[src/rtl/hd44780_pkg.sv]
// Shared types and default timing for the HD44780 4-bit read sequencer.
package hd44780_pkg;

   typedef enum logic [2:0] {
      ST_IDLE,
      ST_SETUP,
      ST_HI_EH,
      ST_HI_EL,
      ST_LO_EH,
      ST_LO_EL,
      ST_DONE
   } state_t;

   localparam int STATE_TIMER_BITS  = 8;
   localparam int DEF_SETUP_CYCLES  = 2;
   localparam int DEF_E_HIGH_CYCLES = 12;
   localparam int DEF_E_LOW_CYCLES  = 12;
   localparam int DEF_POLL_MAX      = 255;

   // The timer counts down to zero, so a phase of N cycles loads N-1.
   function automatic logic [STATE_TIMER_BITS-1:0] phase_load(input int cycles);
      return STATE_TIMER_BITS'(cycles - 1);
   endfunction

endpackage

[src/rtl/state_timer.sv]
// Down-counter shared by every bus phase; expired marks the last cycle of a phase.
module state_timer
   import hd44780_pkg::*;
(
   input  logic                        clk,
   input  logic                        rst,
   input  logic                        load,
   input  logic [STATE_TIMER_BITS-1:0] load_value,
   output logic                        expired
);

   logic [STATE_TIMER_BITS-1:0] count_q;
   logic [STATE_TIMER_BITS-1:0] count_d;

   always_comb begin
      count_d = count_q;
      if (load) begin
         count_d = load_value;
      end else if (count_q != '0) begin
         count_d = count_q - STATE_TIMER_BITS'(1);
      end
   end

   always_ff @(posedge clk or posedge rst) begin
      if (rst) begin
         count_q <= '0;
      end else begin
         count_q <= count_d;
      end
   end

   assign expired = (count_q == '0);

endmodule

[src/rtl/hd44780_reader.sv]
// Reads one byte (two nibbles) from an HD44780 in 4-bit mode, optionally
// repeating busy-flag reads until BF clears or the poll budget runs out.
module hd44780_reader
   import hd44780_pkg::*;
#(
   parameter int SETUP_CYCLES  = DEF_SETUP_CYCLES,
   parameter int E_HIGH_CYCLES = DEF_E_HIGH_CYCLES,
   parameter int E_LOW_CYCLES  = DEF_E_LOW_CYCLES,
   parameter int POLL_MAX      = DEF_POLL_MAX
) (
   input  logic       CLK_I,
   input  logic       RST_I,
   input  logic       start_strobe,
   input  logic       rs_sel,
   input  logic       poll_mode,
   input  logic [3:0] lcd_data_i,
   output logic       lcd_rs,
   output logic       lcd_rw,
   output logic       lcd_e,
   output logic       lcd_data_oe,
   output logic [7:0] DAT_O,
   output logic       busy,
   output logic       end_strobe,
   output logic       timeout
);

   localparam int               CNT_W      = (POLL_MAX < 2) ? 1 : $clog2(POLL_MAX + 1);
   localparam logic [CNT_W-1:0] POLL_LIMIT = CNT_W'(POLL_MAX);

   state_t                      state_q, state_d;
   logic                        rs_q, rs_d;
   logic                        rw_q, rw_d;
   logic                        e_q, e_d;
   logic                        busy_q, busy_d;
   logic                        end_q, end_d;
   logic                        timeout_q, timeout_d;
   logic                        poll_q, poll_d;
   logic [3:0]                  hi_nib_q, hi_nib_d;
   logic [3:0]                  lo_nib_q, lo_nib_d;
   logic [7:0]                  dat_q, dat_d;
   logic [CNT_W-1:0]            read_cnt_q, read_cnt_d;
   logic                        tmr_load;
   logic [STATE_TIMER_BITS-1:0] tmr_value;
   logic                        tmr_expired;

   state_timer u_state_timer (
      .clk        (CLK_I),
      .rst        (RST_I),
      .load       (tmr_load),
      .load_value (tmr_value),
      .expired    (tmr_expired)
   );

   // Outputs are computed for the state being entered, so every pin is a flop.
   always_comb begin
      state_d    = state_q;
      rs_d       = rs_q;
      rw_d       = rw_q;
      e_d        = e_q;
      end_d      = 1'b0;
      timeout_d  = timeout_q;
      poll_d     = poll_q;
      hi_nib_d   = hi_nib_q;
      lo_nib_d   = lo_nib_q;
      dat_d      = dat_q;
      read_cnt_d = read_cnt_q;
      tmr_load   = 1'b0;
      tmr_value  = '0;

      case (state_q)
         ST_IDLE: begin
            if (start_strobe) begin
               state_d    = ST_SETUP;
               rs_d       = rs_sel;
               rw_d       = 1'b1;
               poll_d     = poll_mode & ~rs_sel;
               read_cnt_d = CNT_W'(1);
               tmr_load   = 1'b1;
               tmr_value  = phase_load(SETUP_CYCLES);
            end
         end
         ST_SETUP: begin
            if (tmr_expired) begin
               state_d   = ST_HI_EH;
               e_d       = 1'b1;
               tmr_load  = 1'b1;
               tmr_value = phase_load(E_HIGH_CYCLES);
            end
         end
         ST_HI_EH: begin
            if (tmr_expired) begin
               state_d   = ST_HI_EL;
               hi_nib_d  = lcd_data_i;
               e_d       = 1'b0;
               tmr_load  = 1'b1;
               tmr_value = phase_load(E_LOW_CYCLES);
            end
         end
         ST_HI_EL: begin
            if (tmr_expired) begin
               state_d   = ST_LO_EH;
               e_d       = 1'b1;
               tmr_load  = 1'b1;
               tmr_value = phase_load(E_HIGH_CYCLES);
            end
         end
         ST_LO_EH: begin
            if (tmr_expired) begin
               state_d   = ST_LO_EL;
               lo_nib_d  = lcd_data_i;
               e_d       = 1'b0;
               tmr_load  = 1'b1;
               tmr_value = phase_load(E_LOW_CYCLES);
            end
         end
         ST_LO_EL: begin
            if (tmr_expired) begin
               // BF is bit 7 of the byte just read, i.e. the top bit of the high nibble.
               if (poll_q && hi_nib_q[3] && (read_cnt_q < POLL_LIMIT)) begin
                  state_d   = ST_HI_EH;
                  e_d       = 1'b1;
                  tmr_load  = 1'b1;
                  tmr_value = phase_load(E_HIGH_CYCLES);
                  if (read_cnt_q != '1) begin
                     read_cnt_d = read_cnt_q + CNT_W'(1);
                  end
               end else begin
                  state_d   = ST_DONE;
                  dat_d     = {hi_nib_q, lo_nib_q};
                  end_d     = 1'b1;
                  rw_d      = 1'b0;
                  timeout_d = poll_q & hi_nib_q[3];
               end
            end
         end
         ST_DONE: begin
            state_d = ST_IDLE;
         end
         default: begin
            state_d = ST_IDLE;
            rw_d    = 1'b0;
            e_d     = 1'b0;
         end
      endcase

      busy_d = (state_d != ST_IDLE);
   end

   always_ff @(posedge CLK_I or posedge RST_I) begin
      if (RST_I) begin
         state_q    <= ST_IDLE;
         rs_q       <= 1'b0;
         rw_q       <= 1'b0;
         e_q        <= 1'b0;
         busy_q     <= 1'b0;
         end_q      <= 1'b0;
         timeout_q  <= 1'b0;
         poll_q     <= 1'b0;
         hi_nib_q   <= 4'h0;
         lo_nib_q   <= 4'h0;
         dat_q      <= 8'h00;
         read_cnt_q <= '0;
      end else begin
         state_q    <= state_d;
         rs_q       <= rs_d;
         rw_q       <= rw_d;
         e_q        <= e_d;
         busy_q     <= busy_d;
         end_q      <= end_d;
         timeout_q  <= timeout_d;
         poll_q     <= poll_d;
         hi_nib_q   <= hi_nib_d;
         lo_nib_q   <= lo_nib_d;
         dat_q      <= dat_d;
         read_cnt_q <= read_cnt_d;
      end
   end

   assign lcd_rs      = rs_q;
   assign lcd_rw      = rw_q;
   assign lcd_e       = e_q;
   assign lcd_data_oe = 1'b0;
   assign DAT_O       = dat_q;
   assign busy        = busy_q;
   assign end_strobe  = end_q;
   assign timeout     = timeout_q;

endmodule

[config.mk]
export PLATFORM = sky130hd
export DESIGN_NAME = hd44780_reader
export DESIGN_NICKNAME = d
export VERILOG_FILES = /design/src/rtl/hd44780_pkg.sv /design/src/rtl/state_timer.sv /design/src/rtl/hd44780_reader.sv
export SDC_FILE = /design/constraint.sdc
export NUM_CORES = 1
export LEC_CHECK = 0
export CAP_MARGIN = 10
export CELL_PAD_IN_SITES_DETAIL_PLACEMENT = 2
export CELL_PAD_IN_SITES_GLOBAL_PLACEMENT = 2
export CORE_AREA = 2 2 76 78
export DETAILED_ROUTE_END_ITERATION = 8
export DIE_AREA = 0 0 78 80
export HOLD_SLACK_MARGIN = 0.08
export PLACE_DENSITY_LB_ADDON = 0.15
export SYNTH_ARGS = -nofsm -noshare
export SYNTH_HDL_FRONTEND = slang
export SYNTH_SLANG_ARGS = --single-unit
export TNS_END_PERCENT = 50
[constraint.sdc]
create_clock -name CLK_I -period 5.1 [get_ports CLK_I]
set_clock_uncertainty 0.1 [all_clocks]
set_input_delay 0.765 -clock CLK_I [delete_from_list [all_inputs] [get_ports CLK_I]]
set_output_delay 0.765 -clock CLK_I [all_outputs]
set_load 0.02 [all_outputs]
# After elaboration in Yosys (flattened, before gate mapping)
# Index checks and enable logic that the tools add are counted.
dict set report classes {
  mux 37
  add_sub_neg 2
  n_shift 0
  order_cmp 1
  bitwise_logic 6
  div_mod_pow 0
  n_reduce_logical 20
  eq_ne 14
  mul 0
}
# op n
set ops {}
lappend ops {{$mux W8} 6}
lappend ops {{$mux W3} 7}
lappend ops {{$pmux W3 S6} 1}
lappend ops {{$pmux W8 S2} 1}
lappend ops {{$mux W1} 15}
lappend ops {{$mux W4} 3}
lappend ops {{$pmux W4 S3} 1}
lappend ops {{$ne A2 B2 Y1 const B} 5}
lappend ops {{$reduce_and A5 Y1} 2}
lappend ops {{$eq A3 B3 Y1 const B} 3}
lappend ops {{$add A8 B1 Y8 const B} 1}
lappend ops {{$logic_not A8 Y1} 1}
lappend ops {{$lt A8 B8 Y1 const B} 1}
lappend ops {{$ne A8 B8 Y1 const B} 1}
lappend ops {{$reduce_bool A8 Y1} 1}
lappend ops {{$sub A8 B1 Y8 const B} 1}
lappend ops {{$eq A3 B2 Y1 const B} 2}
lappend ops {{$pmux W1 S3} 2}
lappend ops {{$reduce_and A2 Y1} 3}
lappend ops {{$reduce_or A2 Y1} 3}
lappend ops {{$reduce_or A5 Y1} 1}
lappend ops {{$ne A2 B1 Y1 const B} 2}
lappend ops {{$not A1 Y1} 4}
lappend ops {{$pmux W1 S4} 1}
lappend ops {{9 further kinds} 12}
dict set report totals {
  mem_bits_ro 0
  mem_count 0
  latchBits 0
  in_bits 9
  out_inout_bits 15
  ramBits 0
  regBits 42
}

# Logic depth before layout (Yosys ltp)
# Gate-level depths: netlist of the first run.
dict set report depth {
  word_depth 6
  depth_mapped 7
}

# Hierarchy
# From an unflattened synthesis of the first run, not the netlist that was laid out.
dict set report unflattened {
  cells_unflattened 197
  area_unflattened_um2 2055.7
}
# module area_each_um2 seq_area_each_um2 n_inst cells_each
set by_module_without_submodules {}
lappend by_module_without_submodules {hd44780_reader 1559.0 850.8 1 141}
lappend by_module_without_submodules {state_timer 496.7 200.2 1 56}

# Worst setup path before layout of the first run
# OpenSTA, ideal clock, no wires.
dict set report synth_path {
  kind {flip-flop to flip-flop}
  startpoint {register u_state_timer.count_q[0]}
  endpoint {register dat_q[0], in the netlist DAT_O[0]}
  path_stages_with_launch 7
  n_path_buf 0
  path_slack_ps 2984
  t_arrival_ps 1891
  required_ps 4875
  path_cell_list {dfrtp_1 > inv_1 > ha_1 > nor4b_4 > nand3_1 > nor2_4 > mux2_2}
}
dict set report synth_between {
  elab_chain_cells 2
}
# element line_no
set synth_rtl {}
lappend synth_rtl {{from (decl)} state_timer.sv:12} ;# logic [STATE_TIMER_BITS-1:0] count_q;
lappend synth_rtl {{from (signal assigned)} state_timer.sv:28} ;# count_q <= count_d;
lappend synth_rtl {{$logic_not A8 Y1} state_timer.sv:32} ;# assign expired = (count_q == '0);
lappend synth_rtl {{$reduce_and A3 Y1 (no source line)} --}
lappend synth_rtl {{to (signal assigned)} hd44780_reader.sv:174} ;# dat_q <= dat_d;
lappend synth_rtl {{to (decl)} hd44780_reader.sv:40} ;# logic [7:0] dat_q, dat_d;
# Every way passes these cells.
# A chain may end at the register's enable or synchronous reset.

# Worst setup path in the final report of the first run
dict set report layout_path {
  startpoint {register u_state_timer.count_q[0]}
  endpoint {register dat_q[4], in the netlist DAT_O[4]}
}
# Same word-level chain as after synthesis.

==> insert_results.sql, run 1 <==
INSERT INTO impl_metrics (metric_group, metric, value, unit) VALUES
('outcome', 'run_status', 'completed', ''),
('sta', 'final.setup.tns', '0', 'ns'),
('finish', 'insertedDiodeCount', '0', ''),
('finish', 'layout_common_cells', '42 x dfrtp_1, 22 x clkdlybuf4s50_1, 17 x mux2_2', ''),
('synthesis', 'synthesis.yosys.warnings', '0', ''),
('power', 'vdd.ir_drop.worst', '0.1830', 'mV'),
('setup_path', 'critPathMaxFanout', '10', ''),
('power', 'share_seq_of_total_power', '45.5', '%'),
('power', 'power.share.clock', '19.7', '%'),
('floorplan', 'floorplan.io_pins', '24', ''),
('routing', 'drt_pass1_iterations', '4', ''),
('finish', 'layout.cells.most_common', 'dfrtp_1', ''),
('power', 'power_switching_share', '38.41', '%'),
('clock_tree', 'holdBufCountCts', '0', ''),
('setup_path', 'critical_path.endpoint_type', 'flip-flop', ''),
('setup_path', 'timing_worst_setup_path_type', 'flip-flop to flip-flop', ''),
('clock_tree', 'tritoncts', 'yes', ''),
('finish', 'layout-drive-gt1-share', '17.21', '%'),
('finish', 'stdcell_count', '287', ''),
('sta', 'rsz0062_at_grt', 'no', ''),
('clock_tree', 'cts.sinks', '42', ''),
('floorplan', 'area_of_the_die', '6240', 'um2'),
('placement', 'hpwl', '3.896', 'mm'),
('synthesis', 'synth_cell_types', '45', ''),
('synthesis', 'synth_cells', '189', ''),
('floorplan', 'floorplan.die.width', '78', 'um'),
('synthesis', 'synth.ff_latch_count', '42', ''),
('clock_tree', 'clock_insertion_delay_worst_skew', '0.29', 'ns'),
('setup_path', 'regToRegSetupSlack', '2.52', 'ns'),
('setup_path', 'critical_path.reg2reg.endpoint', 'DAT_O[4]$_DFFE_PP0P_', ''),
('setup_path', 'r2r-start', 'u_state_timer.count_q[0]$_DFFE_PP0P_', ''),
('power', 'pwr-share-comb', '34.8', '%'),
('flow_run', 'max_cap_violations', '0', ''),
('finish', 'nFillCells', '573', ''),
('power', 'overall_power', '0.001142', 'W'),
('routing', 'routed_via_density', '5.474', ''),
('grt', 'grt_first_pass_wirelength', '9.121', 'mm'),
('power', 'leakage', '1.056', 'nW'),
('sta', 'clock.fmax', '387.3', 'MHz'),
('sta', 'final_max_slew_viol_count', '0', ''),
('synthesis', 'synthesis.nets', '200', ''),
('synthesis', 'async_set_or_reset_flop_fraction_in_the_synthesized_netlist', '100.0', '%'),
('placement', 'placed_cells_incl_taps', '279', ''),
('clock_tree', 'cts_buffer_depth', '2', ''),
('clock_tree', 'htreeDepth', '2', ''),
('routing', 'postRouteWirelength', '5.207', 'mm'),
('finish', 'finalNetCount', '225', ''),
('finish', 'syn2layout_area_growth', '19.80', '%'),
('sta', 'period_needed', '2.582', 'ns'),
('sta', 'hold-worst-slack', '0.3991', 'ns'),
('floorplan', 'row_count', '27', ''),
('clock_tree', 'cts.clk_slew.worst_paths', '0.08', 'ns'),
('floorplan', 'core_area', '5405', 'um2'),
('sta', 'transition_time_at_the_pin_with_the_least_slew_margin', '0.6514', 'ns'),
('grt', 'grt_overflow_total', '0', ''),
('grt', 'grt_use_total', '18.90', '%'),
('sta', 'timing.final.crit_share', '50.62', '%'),
('setup_path', 'crit_slowest_cell', 'nor4b_4', ''),
('sta', 'final-setup-viol-count', '0', ''),
('finish', 'utilization', '45.37', '%'),
('placement', 'globalplace.congestion', '0.8360', ''),
('floorplan', 'chipHeight', '80', 'um'),
('clock_tree', 'post_cts_resized', '0', ''),
('setup_path', 'worstRegToRegCells', '6', ''),
('setup_path', 'critical_path_arrival', '2.66', 'ns'),
('power', 'power.internal', '0.0007036', 'W'),
('setup_path', 'timing.critical_path.required', '5.17', 'ns'),
('power', 'netSwitchingPower', '0.0004387', 'W'),
('grt', 'grt_antenna_before_repair', '0', ''),
('synthesis', 'synth_ff_type', 'dfrtp_1', ''),
('setup_path', 'cp-start-kind', 'flip-flop', '');
[cell type report]
class | instances | area (um2) | share of cell area, %
Inverter | 6 | 22.52 | 0.9184
Clock inverter | 2 | 12.51 | 0.5102
Sequential cell | 42 | 1051 | 42.86
Tap cell | 72 | 90.09 | 3.673
Timing Repair Buffer | 26 | 250.2 | 10.20
Multi-Input combinational cell | 133 | 943.4 | 38.47
Clock buffer | 6 | 82.58 | 3.367
[flip-flops by register name (all words and copies together) (netlist names)]
name                   flops
DAT_O                      8
busy                       1
end_strobe                 1
hi_nib_q                   4
lcd_e                      1
lcd_rs                     1
lcd_rw                     1
lo_nib_q                   4
poll_q                     1
read_cnt_q                 8
state_q                    3
timeout                    1
u_state_timer.count_q      8
[Yosys cell counts, types with 4 or more instances]
library cell,instances,area share [%]
a21oi_1,13,3.2
clkbuf_1,5,0.92
dfrtp_1,42,51
inv_1,6,1.1
mux2_2,17,9.4
nand2_1,16,2.9
nand3_1,8,2.0
nand4_1,6,1.8
nor2_1,8,1.5
o21ai_0,9,2.2
o31ai_1,4,1.5
or4_1,4,1.5
[per-layer routing]
layer	part of all wire, %	up-vias	track usage (%)
met5	0	-	0
met4	0.48	0	4.211
met3	2.3	2	3.733
met2	55	22	35.17
met1	43	808	22.49
li1	-	739	-
[worst max-delay path: cells and delay by family, from the launching register on]
| kind | cells | cell delay (ns) |
|---|---|---|
| muxes | 1 | 0.39 |
| DFF | 1 | 0.41 |
| and+or+nand+nor | 3 | 1.21 |
| adders and majority gates | 1 | 0.26 |
| buffers and inverters | 1 | 0.09 |
[kinds of logic after synthesis]
family | count (synthesis) | share of synthesized area [%]
xor+xnor | 4 | 1.712
simple gates | 66 | 19.13
fa+ha+maj | 2 | 1.222
mux | 20 | 10.82
other cells | 1 | 0.1832
buf+inv | 14 | 2.873
flops | 42 | 51.34
compound gates | 40 | 12.71
[how the worst min path moves through the flow]
| stage | from | endpoint | slack (ns) | cells after the start |
|---|---|---|---|---|
| after detailed placement | lcd_rs$_DFFE_PP0P_ | lcd_rs$_DFFE_PP0P_ | 0.38 | 2 |
| after floorplan | poll_q$_DFFE_PP0P_ | poll_q$_DFFE_PP0P_ | 0.35 | 2 |
| after global placement | lcd_rs$_DFFE_PP0P_ | lcd_rs$_DFFE_PP0P_ | 0.36 | 2 |
| after CTS | lcd_rs$_DFFE_PP0P_ | lcd_rs$_DFFE_PP0P_ | 0.40 | 2 |
| after global routing | hi_nib_q[2]$_DFFE_PP0P_ | hi_nib_q[2]$_DFFE_PP0P_ | 0.44 | 1 |
| final | lcd_rs$_DFFE_PP0P_ | lcd_rs$_DFFE_PP0P_ | 0.40 | 2 |
[stage by stage]
step                setup slack, ns  cell area (um2)
floorplan                     2.984             2047
global placement              2.745             2357
detailed placement            2.531             2357
CTS                           2.470             2452
global route                  2.338             2452
finish                        2.518             2452
[power groups by stage]
stage / combinational [W] / sequential, W / clock [W]
3_3_place_gp: 0.000377 / 0.000516 / 0
5_1_grt: 0.000449 / 0.000537 / 0.000249
3_5_place_dp: 0.000404 / 0.000527 / 0
6_report: 0.000398 / 0.000520 / 0.000225
2_1_floorplan: 0.000279 / 0.000499 / 0
4_1_cts: 0.000408 / 0.000521 / 0.000233
(Power assumes the default switching activity.)
==> run 2, diff against run 1 <==
Settings changed: CORE_AREA 2 2 76 78 to 2 2 79 81, DIE_AREA 0 0 78 80 to 0 0 81 83.
Clock period 5.1 ns to 2.55 ns, I/O delays scaled along.
==> run 2 against run 1 <==
Effect of this change:
- setup slack got worse by 2.3 ns
- non-clock buffer count grew 4
- combinational power rose by 110%
- critical path type unchanged
- sequential share of layout area fell by 0.58 points
- via count grew 4.6%
- highest routed layer unchanged
==> insert_results.sql, run 2 (synthesis results as in run 1) <==
INSERT INTO impl_metrics (metric_group, metric, value, unit) VALUES
('outcome', 'run_status', 'completed', ''),
('sta', 'clock.fmax', '429.5', 'MHz'),
('grt', 'grt_overflow_total', '0', ''),
('clock_tree', 'clock_tree.root_cell', 'clkbuf_8', ''),
('power', 'vdd.ir_drop.worst', '0.3698', 'mV'),
('routing', 'drt_pass1_iterations', '4', ''),
('clock_tree', 'cts.clk_slew.worst_paths', '0.09', 'ns'),
('routing', 'drc', '0', ''),
('clock_tree', 'cts_buffer_depth', '2', ''),
('min_path', 'hold_path.startpoint', 'lcd_rs$_DFFE_PP0P_', ''),
('setup_path', 'critical_path.endpoint_type', 'flip-flop', ''),
('clock_tree', 'cts_made_buffers', '5', ''),
('sta', 'final.setup.tns', '0', 'ns'),
('power', 'power_switching_share', '38.64', '%'),
('finish', 'layout-drive-gt1-share', '18.72', '%'),
('sta', 'rsz0062_at_grt', 'no', ''),
('floorplan', 'start_util', '35.20', '%'),
('setup_path', 'crit_slowest_cell', 'nor4b_4', ''),
('floorplan', 'core_area', '5816', 'um2'),
('clock_tree', 'holdBufCountCts', '0', ''),
('min_path', 'whs_endpoint', 'lcd_rs$_DFFE_PP0P_', ''),
('setup_path', 'timing.critical_path.required', '2.63', 'ns'),
('placement', 'detailedPlace.worstSlack', '0.1719', 'ns'),
('floorplan', 'chipHeight', '83', 'um'),
('placement', 'globalplace.congestion', '0.7480', ''),
('setup_path', 'critical-path-top-delay-family', 'simple AND/OR/NAND/NOR gates', ''),
('clock_tree', 'tritoncts', 'yes', ''),
('setup_path', 'cp-start-kind', 'flip-flop', ''),
('setup_path', 'timing_worst_setup_path_type', 'flip-flop to flip-flop', ''),
('sta', 'final_max_slew_viol_count', '0', ''),
('routing', 'avgRoutedWirePerCell', '18.69', 'um'),
('grt', 'grt_max_degree', '43', ''),
('setup_path', 'critical_path.reg2reg.endpoint', 'hi_nib_q[1]$_DFFE_PP0P_', ''),
('grt', 'first_global_vias', '1832', ''),
('clock_tree', 'post_cts_resized', '0', ''),
('routing', 'postRouteWirelength', '5.496', 'mm'),
('finish', 'finalInstanceArea', '2486', 'um2'),
('placement', 'placement.io_buffers', '22', ''),
('power', 'pwr-share-comb', '36.3', '%'),
('finish', 'insertedDiodeCount', '0', ''),
('sta', 'transition_time_at_the_pin_with_the_least_slew_margin', '0.6585', 'ns'),
('setup_path', 'critPathMaxFanout', '8', ''),
('flow_run', 'max_cap_violations', '0', ''),
('setup_path', 'crit_path_max_incr_delay', '0.42', 'ns'),
('routing', 'routed_via_density', '5.588', ''),
('min_path', 'worst_hold_path.num_cells', '2', ''),
('grt', 'grt_first_pass_wirelength', '9.577', 'mm'),
('finish', 'syn2layout_area_growth', '21.45', '%'),
('setup_path', 'worstRegToRegCells', '6', ''),
('setup_path', 'regToRegSetupSlack', '0.22', 'ns'),
('sta', 'setup_slack_after_layout', '0.2218', 'ns'),
('floorplan', 'floorplan.die.width', '81', 'um'),
('power', 'power.internal', '0.001427', 'W'),
('sta', 'hold_violations', '0', ''),
('placement', 'placedInstanceArea', '2391', 'um2'),
('floorplan', 'area_of_the_die', '6723', 'um2'),
('power', 'power_density', '935.2', 'nW/um2'),
('power', 'power.share.clock', '19.8', '%'),
('placement', 'hpwl', '4.017', 'mm'),
('sta', 'period_needed', '2.328', 'ns'),
('power', 'netSwitchingPower', '0.0008984', 'W'),
('grt', 'grt_antenna_before_repair', '0', ''),
('clock_tree', 'cts_post_setup_buffers_inserted', '0', ''),
('setup_path', 'cp_cell_sequence', 'inv_1 > ha_1 > nor4b_4 > nand2_1 > nor3_4 > mux2_2', ''),
('sta', 'final-setup-viol-count', '0', ''),
('clock_tree', 'htreeDepth', '2', ''),
('setup_path', 'crit_buf_inv', '1', ''),
('finish', 'layout.cells.most_common', 'dfrtp_1', ''),
('finish', 'finalNetCount', '229', ''),
('sta', 'timing.final.crit_share', '91.30', '%'),
('min_path', 'hp-class', 'flip-flop to flip-flop', ''),
('clock_tree', 'clock_insertion_delay_worst_skew', '0.30', 'ns'),
('routing', 'detail_route.iter0.violations', '86', ''),
('floorplan', 'row_count', '28', ''),
('clock_tree', 'cts.sinks', '42', ''),
('setup_path', 'r2r-start', 'u_state_timer.count_q[0]$_DFFE_PP0P_', ''),
('power', 'share_seq_of_total_power', '43.9', '%'),
('setup_path', 'critical_path_arrival', '2.41', 'ns'),
('floorplan', 'floorplan.io_pins', '24', ''),
('grt', 'grt_use_total', '18.30', '%'),
('power', 'leakage', '1.075', 'nW'),
('finish', 'layout_common_cells', '42 x dfrtp_1, 22 x clkdlybuf4s50_1, 17 x mux2_2', ''),
('routing', 'via_count', '1643', ''),
('routing', 'detail-route-antenna-nets', '0', ''),
('sta', 'max-slew-margin-rel', '56.10', '%');
-- run 2: worst register-to-register path, cell delays in order (launching register included) --
cell     delay (ns)
dfrtp_1        0.41
inv_1          0.10
ha_1           0.25
nor4b_4        0.42
nand2_1        0.27
nor3_4         0.30
mux2_2         0.37
-- run 2: worst max path at each step --
stage,start,to,slack [ns],depth (start not counted)
finish,u_state_timer.count_q[0]$_DFFE_PP0P_,hi_nib_q[1]$_DFFE_PP0P_,0.22,6
global route,u_state_timer.count_q[0]$_DFFE_PP0P_,read_cnt_q[7]$_DFFE_PP0P_,0.02,6
CTS,u_state_timer.count_q[0]$_DFFE_PP0P_,hi_nib_q[1]$_DFFE_PP0P_,0.18,6
detailed placement,u_state_timer.count_q[0]$_DFFE_PP0P_,DAT_O[6]$_DFFE_PP0P_,0.17,6
global placement,u_state_timer.count_q[0]$_DFFE_PP0P_,DAT_O[7]$_DFFE_PP0P_,0.30,6
floorplan,u_state_timer.count_q[0]$_DFFE_PP0P_,DAT_O[0]$_DFFE_PP0P_,0.43,6
-- run 2: through the flow --
stage / hold WS, ns / instances / total power, W / utilization (%)
after floorplan: 0.3524 / 189 / 0.001555 / -
after global placement: 0.3654 / 286 / 0.001816 / 41.11
after detailed placement: 0.3636 / 286 / 0.001891 / 41.11
after CTS: 0.3832 / 294 / 0.002365 / 42.75
after global routing: 0.4174 / 294 / 0.002490 / 42.75
final: 0.3772 / 294 / 0.002325 / 42.75
-- run 2: cell type report --
type / count / area (um2)
well taps: 75 / 93.84
inverters: 6 / 22.52
repair buffers: 30 / 280.3
clock buffers: 6 / 82.58
clock inverters: 2 / 12.51
flip-flops and latches: 42 / 1051
fillers: 655 / 3329
multi-input cells: 133 / 943.4
-- run 2: power by group through the flow --
stage | Sequential [W] | Combinational, W | Clock [W]
floorplan | 0.000998 | 0.000558 | 0
global placement | 0.00102 | 0.000801 | 0
detailed placement | 0.00104 | 0.000854 | 0
CTS | 0.00102 | 0.000861 | 0.000480
global route | 0.00105 | 0.000940 | 0.000499
finish | 0.00102 | 0.000844 | 0.000461
-- run 2: layer usage --
metal,GRT usage [%],wire (um)
met1,22.25,2292
met2,32.16,2982
met3,4.130,159
met4,4.622,61
met5,0,0
==> run 3, diff against run 2 <==
Settings changed: GPL_TIMING_DRIVEN set to 0.
==> run 3 against run 2 <==
Effect of this change:
- non-clock buffer count rose by 3
- die area unchanged
- count of clock-buffer cells in the layout did not move
- fmax decreased by 0.92%
- final cell count grew 1.0%
- register-to-register slack got worse by 0.02 ns
- worst hold slack improved by 0.033 ns
- utilization increased by 0.32 points
- sequential share of layout area down 0.32 points
- sequential power fell by 4%
- wire length fell by 4.2%
- critical path type unchanged
- critical endpoint is now DAT_O[7]$_DFFE_PP0P_
- largest power group unchanged
- highest routed layer unchanged
==> insert_results.sql, run 3 (synthesis results as in run 1) <==
INSERT INTO impl_metrics (metric_group, metric, value, unit) VALUES
('placement', 'placement.io_buffers', '22', ''),
('setup_path', 'cp-start-kind', 'flip-flop', ''),
('setup_path', 'critPathMaxFanout', '10', ''),
('setup_path', 'crit_buf_inv', '2', ''),
('setup_path', 'timing_worst_setup_path_type', 'flip-flop to flip-flop', ''),
('sta', 'final-setup-viol-count', '0', ''),
('routing', 'via_count', '1603', ''),
('sta', 'final.setup.tns', '0', 'ns'),
('power', 'leakage', '1.074', 'nW'),
('routing', 'routed_via_density', '5.397', ''),
('sta', 'clock.fmax', '425.6', 'MHz'),
('routing', 'drc', '0', ''),
('clock_tree', 'cts.clk_slew.worst_paths', '0.08', 'ns'),
('placement', 'detailedPlace.worstSlack', '-0.1186', 'ns'),
('setup_path', 'critical_path.endpoint_type', 'flip-flop', ''),
('setup_path', 'critical_path_arrival', '2.43', 'ns'),
('finish', 'syn2layout_area_growth', '22.37', '%'),
('clock_tree', 'htreeDepth', '2', ''),
('finish', 'insertedDiodeCount', '0', ''),
('finish', 'layout_common_cells', '42 x dfrtp_1, 22 x clkdlybuf4s50_1, 17 x mux2_2', ''),
('sta', 'setup_slack_after_layout', '0.2002', 'ns'),
('clock_tree', 'cts_made_buffers', '5', ''),
('placement', 'placed_cells_incl_taps', '286', ''),
('setup_path', 'worstRegToRegCells', '7', ''),
('setup_path', 'cp_cell_sequence', 'inv_1 > ha_2 > nor4b_4 > nand3_1 > nor2_4 > buf_12 > mux2_2', ''),
('floorplan', 'row_count', '28', ''),
('setup_path', 'crit_path_max_incr_delay', '0.41', 'ns'),
('sta', 'hold_violations', '0', ''),
('setup_path', 'critical_path.reg2reg.endpoint', 'DAT_O[7]$_DFFE_PP0P_', ''),
('min_path', 'hp-class', 'flip-flop to flip-flop', ''),
('grt', 'grt_antenna_before_repair', '0', ''),
('routing', 'detail-route-antenna-nets', '0', ''),
('floorplan', 'area_of_the_die', '6723', 'um2'),
('clock_tree', 'clock_tree.root_cell', 'clkbuf_8', ''),
('routing', 'avgRoutedWirePerCell', '17.73', 'um'),
('grt', 'grt_max_degree', '43', ''),
('finish', 'layout.cells.most_common', 'dfrtp_1', ''),
('clock_tree', 'cts_buffer_depth', '2', ''),
('min_path', 'whs_endpoint', 'DAT_O[2]$_DFFE_PP0P_', ''),
('floorplan', 'core_area', '5816', 'um2'),
('outcome', 'run_status', 'completed', ''),
('sta', 'rsz0062_at_grt', 'no', ''),
('flow_run', 'max_cap_violations', '0', ''),
('min_path', 'worst_hold_path.num_cells', '1', ''),
('sta', 'max-slew-margin-rel', '40.00', '%'),
('finish', 'finalNetCount', '232', ''),
('routing', 'drt_pass1_iterations', '4', ''),
('finish', 'layout-drive-gt1-share', '18.92', '%'),
('setup_path', 'critical-path-top-delay-family', 'simple AND/OR/NAND/NOR gates', ''),
('sta', 'period_needed', '2.350', 'ns'),
('placement', 'hpwl', '3.908', 'mm'),
('clock_tree', 'tritoncts', 'yes', ''),
('grt', 'first_global_vias', '1822', ''),
('floorplan', 'chipHeight', '83', 'um'),
('placement', 'globalplace.congestion', '0.7808', ''),
('setup_path', 'timing.critical_path.required', '2.63', 'ns'),
('setup_path', 'crit_slowest_cell', 'dfrtp_1', ''),
('sta', 'final_max_slew_viol_count', '0', ''),
('sta', 'timing.final.crit_share', '92.15', '%'),
('power', 'overall_power', '0.002322', 'W'),
('routing', 'detail_route.iter0.violations', '86', ''),
('power', 'power_density', '927.0', 'nW/um2'),
('setup_path', 'r2r-start', 'u_state_timer.count_q[0]$_DFFE_PP0P_', ''),
('clock_tree', 'clock_insertion_delay_worst_skew', '0.29', 'ns'),
('finish', 'stdcell_count', '297', ''),
('setup_path', 'regToRegSetupSlack', '0.20', 'ns'),
('floorplan', 'start_util', '35.20', '%'),
('finish', 'finalInstanceArea', '2505', 'um2'),
('clock_tree', 'cts.sinks', '42', ''),
('power', 'vdd.ir_drop.worst', '0.3590', 'mV'),
('grt', 'grt_use_total', '17.69', '%'),
('placement', 'placedInstanceArea', '2361', 'um2'),
('routing', 'postRouteWirelength', '5.266', 'mm'),
('grt', 'grt_first_pass_wirelength', '9.211', 'mm'),
('grt', 'grt_overflow_total', '0', ''),
('min_path', 'hold_path.startpoint', 'lo_nib_q[2]$_DFFE_PP0P_', ''),
('floorplan', 'floorplan.die.width', '81', 'um'),
('floorplan', 'floorplan.io_pins', '24', ''),
('sta', 'transition_time_at_the_pin_with_the_least_slew_margin', '0.8988', 'ns');
==> run 3: worst max path at each step <==
stage,startpoint,to,depth (start not counted)
3_5_place_dp,u_state_timer.count_q[0]$_DFFE_PP0P_,DAT_O[0]$_DFFE_PP0P_,6
4_1_cts,u_state_timer.count_q[0]$_DFFE_PP0P_,DAT_O[7]$_DFFE_PP0P_,6
6_report,u_state_timer.count_q[0]$_DFFE_PP0P_,DAT_O[7]$_DFFE_PP0P_,7
5_1_grt,u_state_timer.count_q[0]$_DFFE_PP0P_,timeout$_DFFE_PP0P_,7
2_1_floorplan,u_state_timer.count_q[0]$_DFFE_PP0P_,DAT_O[0]$_DFFE_PP0P_,6
3_3_place_gp,u_state_timer.count_q[0]$_DFFE_PP0P_,DAT_O[4]$_DFFE_PP0P_,6
==> run 3: metrics by stage <==
| stage | hold slack, ns | utilization, % |
|---|---|---|
| 6_report | 0.4101 | 43.07 |
| 3_5_place_dp | 0.3871 | 40.60 |
| 4_1_cts | 0.4159 | 42.49 |
| 5_1_grt | 0.4324 | 43.07 |
| 3_3_place_gp | 0.3609 | 40.60 |
| 2_1_floorplan | 0.3524 | - |
==> run 3: final cells by class <==
type                            count  area, um2
Tap cell                           75      93.84
Fill cell                         635       3311
Timing Repair Buffer               25      255.2
Clock buffer                        6      82.58
Sequential cell                    42       1051
Inverter                            6      22.52
Clock inverter                      2      12.51
Multi-Input combinational cell    133      950.9
Buffer                              8      36.28
==> run 3: routing by layer <==
layer | GRT usage (%) | vias to the layer above | part of all wire (%)
li1 | - | 750 | -
met1 | 22.38 | 826 | 43
met2 | 30.50 | 21 | 53
met3 | 3.261 | 6 | 2.2
met4 | 4.777 | 0 | 1.4
met5 | 0 | - | 0
==> run 3: timing repair <==
| action | CTS | global route |
|---|---|---|
| hold buffers | 0 | 0 |
| gates cloned | 0 | 0 |
| buffers inserted | 2 | 1 |
| resized for setup | 0 | 3 |
| setup endpoints to repair | 14 | 19 |
| pin swaps | 1 | 1 |
==> run 3: power by group <==
| group | internal [W] | switching, W | leakage, nW |
|---|---|---|---|
| combinational | 0.000378 | 0.000513 | 0.485 |
| clock | 0.000218 | 0.000232 | 0.0472 |
| sequential | 0.000832 | 0.000149 | 0.542 |
| total | 0.00143 | 0.000894 | 1.07 |
